## src/rtl/bus_pkg.sv

```systemverilog
// bus_pkg: shared definitions for the serial bus arbiter, masters and slaves.
//   - FSM state encodings (2 bits): IDLE, DECODE, CONNECT, ERROR
//   - grant encodings: GRANT_NONE, GRANT_M1, GRANT_M2
//   - default slave count and select-bit width
//   - mline_t: one master's request/frame lines bundled for muxing
package bus_pkg;

  localparam int BUS_NUM_SLAVES = 3;
  localparam int BUS_SEL_BITS   = 2;

  localparam logic [1:0] IDLE    = 2'd0;
  localparam logic [1:0] DECODE  = 2'd1;
  localparam logic [1:0] CONNECT = 2'd2;
  localparam logic [1:0] ERROR   = 2'd3;

  localparam logic [1:0] GRANT_NONE = 2'b00;
  localparam logic [1:0] GRANT_M1   = 2'b01;
  localparam logic [1:0] GRANT_M2   = 2'b10;

  typedef struct packed {
    logic bus_req;
    logic valid;
    logic addr;
    logic data;
    logic write_en;
    logic burst_mode;
  } mline_t;

endpackage

```

## src/rtl/addr_sel_decoder.sv

```systemverilog
// addr_sel_decoder: collects the leading SEL_BITS serial address bits of a
// frame (MSB first) into a slave select.
//   clock, reset : clock, async active-high reset (sel and count clear to 0)
//   bit_in       : serial address bit of the granted master
//   sample       : high when bit_in is a valid frame bit to be captured
//   sel          : registered select, stable once the decode is done
//   sel_next     : select including the bit captured this cycle
//   done         : high in the cycle the last select bit is captured
module addr_sel_decoder
  import bus_pkg::*;
#(
  parameter int SEL_BITS = BUS_SEL_BITS
) (
  input  logic                clock,
  input  logic                reset,
  input  logic                bit_in,
  input  logic                sample,
  output logic [SEL_BITS-1:0] sel,
  output logic [SEL_BITS-1:0] sel_next,
  output logic                done
);

  localparam int CNT_W = $clog2(SEL_BITS + 1);

  logic [CNT_W-1:0] cnt;

  // Truncating {sel, bit_in} drops the oldest bit, so this also works for SEL_BITS == 1.
  assign sel_next = SEL_BITS'({sel, bit_in});
  assign done     = sample && (cnt == CNT_W'(SEL_BITS - 1));

  // Any gap in sample (valid dropped, or not decoding) restarts the count,
  // which is how a frame aborted mid-select is discarded.
  always_ff @(posedge clock or posedge reset) begin
    if (reset) begin
      cnt <= '0;
      sel <= '0;
    end else if (sample) begin
      sel <= sel_next;
      cnt <= done ? '0 : cnt + 1'b1;
    end else begin
      cnt <= '0;
    end
  end

endmodule

```

## src/rtl/serial_bus_arbiter.sv

```systemverilog
// serial_bus_arbiter: shares one serial slave bus between two masters.
//   Grants the bus on bus_req (registered bus_ready/grant_id), decodes the
//   leading SEL_BITS address bits of each frame into a slave select, forwards
//   the rest of the frame (one cycle registered) to that slave with a one-hot
//   s_valid, and returns the selected slave's lines combinationally.
// Ports:
//   clock, reset                  : clock, async active-high reset
//   m1_*/m2_* inputs              : bus_req and serial frame lines per master
//   m1_*/m2_* outputs             : bus_ready grant and return path per master
//   s_addr_tx/data_tx/write_en/burst_mode : forwarded lines, shared
//   s_valid[NUM_SLAVES]           : one-hot frame valid
//   s_data_rx/slave_valid/slave_ready[NUM_SLAVES] : per-slave return lines
//   grant_id                      : 00 none, 01 master 1, 10 master 2
//   decode_err                    : one-cycle pulse on a nonexistent slave select
// Build option: define ARB_ROUND_ROBIN_EN to alternate winners on simultaneous
//   requests (master 1 wins the first tie); otherwise master 1 always wins.
module serial_bus_arbiter
  import bus_pkg::*;
#(
  parameter int NUM_SLAVES = BUS_NUM_SLAVES,
  parameter int SEL_BITS   = BUS_SEL_BITS
) (
  input  logic                  clock,
  input  logic                  reset,
  input  logic                  m1_bus_req,
  input  logic                  m1_addr_tx,
  input  logic                  m1_data_tx,
  input  logic                  m1_valid_s,
  input  logic                  m1_write_en,
  input  logic                  m1_burst_mode,
  input  logic                  m2_bus_req,
  input  logic                  m2_addr_tx,
  input  logic                  m2_data_tx,
  input  logic                  m2_valid_s,
  input  logic                  m2_write_en,
  input  logic                  m2_burst_mode,
  output logic                  m1_bus_ready,
  output logic                  m1_data_rx,
  output logic                  m1_slave_valid,
  output logic                  m1_slave_ready,
  output logic                  m2_bus_ready,
  output logic                  m2_data_rx,
  output logic                  m2_slave_valid,
  output logic                  m2_slave_ready,
  output logic                  s_addr_tx,
  output logic                  s_data_tx,
  output logic                  s_write_en,
  output logic                  s_burst_mode,
  output logic [NUM_SLAVES-1:0] s_valid,
  input  logic [NUM_SLAVES-1:0] s_data_rx,
  input  logic [NUM_SLAVES-1:0] s_slave_valid,
  input  logic [NUM_SLAVES-1:0] s_slave_ready,
  output logic [1:0]            grant_id,
  output logic                  decode_err
);

  logic [1:0]            state;
  logic [1:0]            grant;
  logic [1:0]            pick;
  mline_t                m1, m2, g;
  logic [SEL_BITS-1:0]   sel, sel_next;
  logic                  sel_done;
  logic                  sel_in_range;
  logic [NUM_SLAVES-1:0] sel_oh;
  logic                  rx, sv, sr;

  assign m1 = '{bus_req: m1_bus_req, valid: m1_valid_s, addr: m1_addr_tx,
                data: m1_data_tx, write_en: m1_write_en, burst_mode: m1_burst_mode};
  assign m2 = '{bus_req: m2_bus_req, valid: m2_valid_s, addr: m2_addr_tx,
                data: m2_data_tx, write_en: m2_write_en, burst_mode: m2_burst_mode};

  // Lines of whichever master currently holds the grant.
  always_comb begin
    g = '0;
    case (grant)
      GRANT_M1: g = m1;
      GRANT_M2: g = m2;
      default:  g = '0;
    endcase
  end

  addr_sel_decoder #(.SEL_BITS(SEL_BITS)) u_dec (
    .clock    (clock),
    .reset    (reset),
    .bit_in   (g.addr),
    .sample   ((state == DECODE) && g.bus_req && g.valid),
    .sel      (sel),
    .sel_next (sel_next),
    .done     (sel_done)
  );

  // Range check and one-hot by enumeration so no index ever exceeds the port width.
  always_comb begin
    sel_in_range = 1'b0;
    sel_oh       = '0;
    for (int i = 0; i < NUM_SLAVES; i++) begin
      if (sel_next == SEL_BITS'(i)) sel_in_range = 1'b1;
      sel_oh[i] = (sel == SEL_BITS'(i));
    end
  end

  // Arbitration choice, only acted on in IDLE.
`ifdef ARB_ROUND_ROBIN_EN
  logic [1:0] last_grant;

  always_comb begin
    pick = GRANT_NONE;
    if (m1_bus_req && m2_bus_req)
      pick = (last_grant == GRANT_M1) ? GRANT_M2 : GRANT_M1;
    else if (m1_bus_req)
      pick = GRANT_M1;
    else if (m2_bus_req)
      pick = GRANT_M2;
  end

  // Reset to master 2 so master 1 takes the first tie.
  always_ff @(posedge clock or posedge reset) begin
    if (reset)
      last_grant <= GRANT_M2;
    else if (state == IDLE && pick != GRANT_NONE)
      last_grant <= pick;
  end
`else
  always_comb begin
    pick = GRANT_NONE;
    if (m1_bus_req)
      pick = GRANT_M1;
    else if (m2_bus_req)
      pick = GRANT_M2;
  end
`endif

  always_ff @(posedge clock or posedge reset) begin
    if (reset) begin
      state        <= IDLE;
      grant        <= GRANT_NONE;
      s_valid      <= '0;
      s_addr_tx    <= 1'b0;
      s_data_tx    <= 1'b0;
      s_write_en   <= 1'b0;
      s_burst_mode <= 1'b0;
      decode_err   <= 1'b0;
    end else begin
      // Slave side is quiet unless CONNECT re-drives it below.
      s_valid      <= '0;
      s_addr_tx    <= 1'b0;
      s_data_tx    <= 1'b0;
      s_write_en   <= 1'b0;
      s_burst_mode <= 1'b0;
      decode_err   <= 1'b0;
      if (state == IDLE) begin
        if (pick != GRANT_NONE) begin
          grant <= pick;
          state <= DECODE;
        end
      end else if (!g.bus_req) begin
        // Release wins over everything else; a new grant needs a cycle in IDLE.
        grant <= GRANT_NONE;
        state <= IDLE;
      end else begin
        case (state)
          DECODE: begin
            if (sel_done) begin
              state      <= sel_in_range ? CONNECT : ERROR;
              decode_err <= !sel_in_range;
            end
          end
          CONNECT: begin
            s_valid      <= g.valid ? sel_oh : '0;
            s_addr_tx    <= g.addr;
            s_data_tx    <= g.data;
            s_write_en   <= g.write_en;
            s_burst_mode <= g.burst_mode;
            if (!g.valid) state <= DECODE;
          end
          ERROR: begin
            if (!g.valid) state <= DECODE;
          end
          default: state <= IDLE;
        endcase
      end
    end
  end

  // Return path: unregistered, only while connected to an existing slave.
  always_comb begin
    rx = 1'b0;
    sv = 1'b0;
    sr = 1'b0;
    if (state == CONNECT) begin
      for (int i = 0; i < NUM_SLAVES; i++) begin
        if (sel_oh[i]) begin
          rx = s_data_rx[i];
          sv = s_slave_valid[i];
          sr = s_slave_ready[i];
        end
      end
    end
  end

  assign grant_id       = grant;
  assign m1_bus_ready   = (grant == GRANT_M1);
  assign m2_bus_ready   = (grant == GRANT_M2);
  assign m1_data_rx     = m1_bus_ready & rx;
  assign m1_slave_valid = m1_bus_ready & sv;
  assign m1_slave_ready = m1_bus_ready & sr;
  assign m2_data_rx     = m2_bus_ready & rx;
  assign m2_slave_valid = m2_bus_ready & sv;
  assign m2_slave_ready = m2_bus_ready & sr;

endmodule

```

## config.mk

```make
export PLATFORM = sky130hd
export DESIGN_NAME = serial_bus_arbiter
export DESIGN_NICKNAME = d
export VERILOG_FILES = /design/src/rtl/bus_pkg.sv /design/src/rtl/addr_sel_decoder.sv /design/src/rtl/serial_bus_arbiter.sv
export SDC_FILE = /design/constraint.sdc
export NUM_CORES = 1
export LEC_CHECK = 0
export BUFFER_PORTS_ARGS = -buffer_cell sky130_fd_sc_hd__clkbuf_2
export CORE_MARGIN = 10
export CORE_UTILIZATION = 25
export CTS_CLUSTER_SIZE = 30
export DETAILED_ROUTE_END_ITERATION = 16
export HOLD_SLACK_MARGIN = 0.06
export PLACE_DENSITY = 0.51
export SYNTH_ARGS = -nofsm -noshare
export SYNTH_HDL_FRONTEND = slang
export SYNTH_SLANG_ARGS = --single-unit
export TNS_END_PERCENT = 50
```

## constraint.sdc

```tcl
create_clock -name clock -period 2 [get_ports clock]
set_clock_uncertainty 0.15 [all_clocks]
set_input_delay 0.4 -clock clock [delete_from_list [all_inputs] [get_ports clock]]
set_output_delay 0.4 -clock clock [all_outputs]
set_load 0.02 [all_outputs]
```

Word-level counts from Yosys, hierarchy flattened
Cells that the tools add are included.
{ "totals": {"regBits": 16, "word_cells": 92} }
{ "classes": {"add_sub_neg": 1, "eq_ne": 14, "muxes": 50, "bitwise": 6, "n_reduce_logical": 11} }
{ "ops": {"columns": ["cell", "n"], "rows": [
  ["$mux 1", 32],
  ["$mux 2", 12],
  ["$mux 3", 4],
  ["$pmux 6 s2", 1],
  ["$eq 2x1->1 const B", 5],
  ["$eq 2x2->1 const B", 5],
  ["$and 1x1->1", 6],
  ["$logic_not 2->1", 3],
  ["$ne 2x1->1 const B", 2],
  ["$ne 4x2->1 const B", 1],
  ["$ne 4x3->1 const B", 1],
  ["$pmux 2 s2", 1],
  ["$logic_and 1x1->1", 3],
  ["$reduce_and 3->1", 1],
  ["$add 2x1->2 const B", 1],
  ["$reduce_and 2->1", 1],
  ["$reduce_bool 2->1", 1],
  ["$reduce_or 2->1", 1],
  ["$logic_not 1->1", 1]
]} }

Logic depth before layout (Yosys ltp)
{ "logic_depth": {"ltp_word": 11, "ltp_mapped": 7, "mapped_depth_nobuf": 6} }

By module
Synthesis repeated with hierarchy kept, for this count alone.
{ "unflattened": {"hier_cells": 87, "area_unflattened_um2": 909.6} }
{ "by_module_without_submodules": {"columns": ["module", "instances", "cells_each", "area_per_inst_um2", "seq_area_each_um2"], "rows": [
  ["serial_bus_arbiter", 1, 75, 737.0, 300.3],
  ["addr_sel_decoder", 1, 12, 172.7, 100.1]
]} }

Least setup slack after synthesis
Ideal clock, no wire load.
{ "synth_path": {"path_type": "reg2reg", "start": "reg grant[0], in the netlist grant_id[0]", "end": "reg u_dec.sel[0]", "arrival_time_ns": 2.071, "slack_ns": -0.349, "path_stages_with_launch": 8, "cell_sequence": "dfrtp_1 > inv_1 > ha_1 > buf_2 > a22oi_1 > or3_4 > nor3b_4 > mux2_1"} }
{ "synth_between": {"elab_chain_cells": 4} }
{ "synth_rtl": {"columns": ["element", "line_no", "source"], "rows": [
  ["from (decl)", "serial_bus_arbiter.sv:58", "logic [1:0] grant;"],
  ["from (signal assigned)", "serial_bus_arbiter.sv:153", "grant <= pick;"],
  ["$eq 2x2->1 (*)", null, null],
  ["via m2_bus_ready", "serial_bus_arbiter.sv:41", "output logic m2_bus_ready,"],
  ["$pmux 6 s2 (*)", "serial_bus_arbiter.sv:75", "case (grant)"],
  ["$logic_and 1x1->1 (2 in a row)", "serial_bus_arbiter.sv:86", ".sample ((state == DECODE) && g.bus_req && g.valid),"],
  ["to (signal assigned)", "addr_sel_decoder.sv:38", "sel <= sel_next;"],
  ["to (decl)", "addr_sel_decoder.sv:18", "output logic [SEL_BITS-1:0] sel,"]
]} }
The timed path passes the listed nets; every way through them passes the cells marked *.
A chain may end at the register's enable or synchronous reset.

Worst setup path in the final report
{ "layout_path": {"start": "reg u_dec.sel[1]", "end": "out m2_data_rx"} }
{ "layout_between": {"elab_chain_cells": 6} }
{ "layout_rtl": {"columns": ["element", "line_no", "source"], "rows": [
  ["$logic_not 2->1", "serial_bus_arbiter.sv:98", "sel_oh[i] = (sel == SEL_BITS'(i));"],
  ["$mux 1 (2 in a row)", "serial_bus_arbiter.sv:192", "if (sel_oh[i]) begin"],
  ["$mux 1 (*)", "serial_bus_arbiter.sv:192", null],
  ["$mux 1 (*)", "serial_bus_arbiter.sv:190", "if (state == CONNECT) begin"],
  ["$and 1x1->1 (*)", "serial_bus_arbiter.sv:207", "assign m2_data_rx = m2_bus_ready & rx;"],
  ["to (decl)", "serial_bus_arbiter.sv:42", "output logic m2_data_rx,"]
]} }
Mark *: on every way between the ends. The rest lies on a longest branch, timed or not.

==> metrics.txt <==
worst hold path stage count 3; WL final 2480 um; final worst path period share 1.03; wire per inst 13.9 um; final worst slack -0.0513 ns; outcome finished with violations; Worst setup EP type output pin; clock buffer depth 2; H-tree depth 1; first-pass GRT wire length between 4000 and 5000 um; CTS tree built; core area 0.00328 mm^2; Die Y 78.0 um; GRT Residual Overflow 0; Syn Area/Cell 10.1 um^2; final setup TNS -0.209 ns; Reg-to-Reg End u_dec.sel[1]; hold path startpoint m1_data_tx; DP HPWL 1990 um; maximum vdd drop roughly 0.00062 V; Reg clk slew, reported paths 0.10 ns; worst reg2reg path depth 6; switching share of power 0.312; IO Port Bufs 40; Layout area overhead 55.6%; initial cell density of the core 0.256; CTS Root Cell clkbuf_4; Crit Path Class reg -> out; initial antenna violation count 0; Final GP Congestion 0.780; Switch Pwr 0.254 mW; async set-or-reset flop fraction in the synthesized netlist 1.00; vias in the first global route 847; fmax 487 MHz; Post-synth EDFFs 0; Worst-Margin Slew 0.600 ns; hold endpoint s_data_tx; total power per unit cell area approximately 620 mW/mm^2; Setup WS pre-CTS 0.0208 ns; Site Rows 21; CTS Buf Count 3; layout cells sized above 1 0.568; hold_ws 0.209 ns; Die Wd 78.0 um; final-report max-slew violation count 0; met2 wire len 1240 um; internal power about 0.56 mW; Post-Syn Instances 83; I/O pin total just over 40; Top Layer Used met4; register area 404 um^2; Setup-failing EPs final 6; Main synth FF type dfrtp_1; multi-input logic area 470 um^2; R2R Setup Slk 0 ns; top cell type's share of synthesized area 0.475; worst-path maximum fanout 5; Logic pwr share 0.287; synth top area cells dfrtp_1 (48%), a22oi_1 (4.5%), and2_1 (4.5%); fillcell total about 320; syn_nets approximately 110; Min-Delay Path Class in -> reg; crit path DAT 1.50 ns; Inserted Diodes 0; DIE AREA 0.00609 mm^2; # clock sinks 16; DRC violations left 0; sequential share of the synthesized area 0.475; Yosys top cell by area dfrtp_1; met3 wire len 185 um; Crit Reg-Reg Startpoint grant_id[1]; Clk Latency, worst-skew pair 0.29 ns; Layout Nets 158; Worst slew margin 0.599; Pleak 0.625 nW; failing checks setup timing; fin crit period around 2 ns; Sequential Power Share 0.450; clock power share 0.263; First DRT Iteration DRCs 20; via count approximately 790; DR pass1 iterations 3; vias per cell 4.41; final antenna-violating net count 0; Synth cell types 28; largest net degree at the start of global routing 17; Pwr Total 0.813 mW; Max Cap Viol 0; M1 WL 1030 um; RSZ-0062 raised after global routing true; synth warn 0; GRT Util Overall 0.0838; Hold Violations, Final 0; Required @ worst endpoint 1.45 ns; Setup crit start kind flip-flop; Seq cells post-synth 16; Mapped Area approximately 840 um^2
## routing by layer
layer	vias to the layer above	GRT usage
met2	20	0.142
met1	373	0.0941
li1	390	-
met5	-	0
met3	2	0.0410
met4	0	0.0161
## worst max path at each step
stage / cells after the start / start / slack (ns) / end
2_1_floorplan: 7 / grant_id[1] / -0.15 / u_dec.sel[0]
3_3_place_gp: 5 / grant_id[0] / 0.07 / u_dec.sel[1]
3_5_place_dp: 6 / grant_id[1] / 0.02 / u_dec.sel[1]
4_1_cts: 5 / u_dec.sel[1] / -0.06 / m2_slave_valid
5_1_grt: 5 / u_dec.sel[1] / -0.12 / m1_slave_ready
6_report: 5 / u_dec.sel[1] / -0.05 / m2_data_rx
## worst max-delay path, stage by stage, from the launching register on
cell and delay, ns:
dfrtp_2 0.47, mux2_4 0.33, nand2_2 0.07, a21oi_2 0.06
and2_4 0.15, clkbuf_8 0.14
## cell type report
class / instances / area share
Inverter: 6 / 0.0172
Clock buffer: 4 / 0.0277
Sequential cell: 16 / 0.308
Multi-Input combinational cell: 58 / 0.359
Tap cell: 46 / 0.0439
Timing Repair Buffer: 48 / 0.244
## sequential cells by signal, summed over array words and instances, names as in the netlist
signal and cells:
state 2, s_write_en 1, s_valid 3, u_dec.sel 2
decode_err 1, u_dec.cnt 2, s_data_tx 1, grant_id 2
s_addr_tx 1, s_burst_mode 1
## synth_stat cells (2+ instances only)
library cell,instances
dfrtp_1,16
nor4_1,2
a22oi_1,5
o21ai_0,3
nor2b_1,3
nor2_1,7
mux2_1,2
ha_1,2
o31ai_1,2
a21oi_1,5
inv_1,6
mux2_2,3
nand2_1,6
and2_1,6
o211ai_1,2
## power groups by stage
stage	Clock (mW)	Combinational, mW	Sequential (mW)
after floorplan	0	0.150	0.375
after global routing	0.246	0.260	0.368
after detailed placement	0	0.224	0.372
after CTS	0.223	0.236	0.365
final	0.214	0.233	0.366
after global placement	0	0.219	0.371
## cell families after synthesis
logic type | Yosys count | share of synthesized area
adder cells (fa/ha/maj) | 2 | 0.0297
AO/OA/AOI/OAI | 19 | 0.153
AND/OR/NAND/NOR | 32 | 0.229
buffers and inverters | 9 | 0.0461
multiplexers | 5 | 0.0669
flip-flops | 16 | 0.475
## stage by stage
stage / area (um^2) / instances / utilization
after floorplan: 880 / 83 / -
after global placement: 1160 / 172 / 0.352
after detailed placement: 1160 / 172 / 0.352
after CTS: 1300 / 178 / 0.395
after global routing: 1310 / 178 / 0.399
final: 1310 / 178 / 0.399
## placed cells by master, fill, tap and decap left out, drive strengths merged
master,Yosys,final
clkbuf,1,41
dfrtp,16,16
buf,2,10
nor2,7,7
a22oi,6,6
inv,6,6
and2,6,6
nand2,6,6
mux2,5,5
a21oi,5,5
o21ai,3,3
nor2b,3,3
o211ai,2,2
o31ai,2,2
nor4,2,2
ha,2,2
or3,2,2
or2,1,1
o2bb2ai,1,1
nor3b,1,1
nand2b,1,1
and3b,1,1
and4,1,1
nor4b,1,1
dlygate4sd3,0,1
## what timing repair did
action / 4_1_cts / 5_1_grt
hold buffers: 1 / 0
resized for setup: 23 / 7
endpoints found under the hold margin: 16 / 0
buffers inserted: 1 / 0
setup endpoints to repair: 7 / 9
pin swaps: 6 / 0
(Power assumes the default switching activity.)
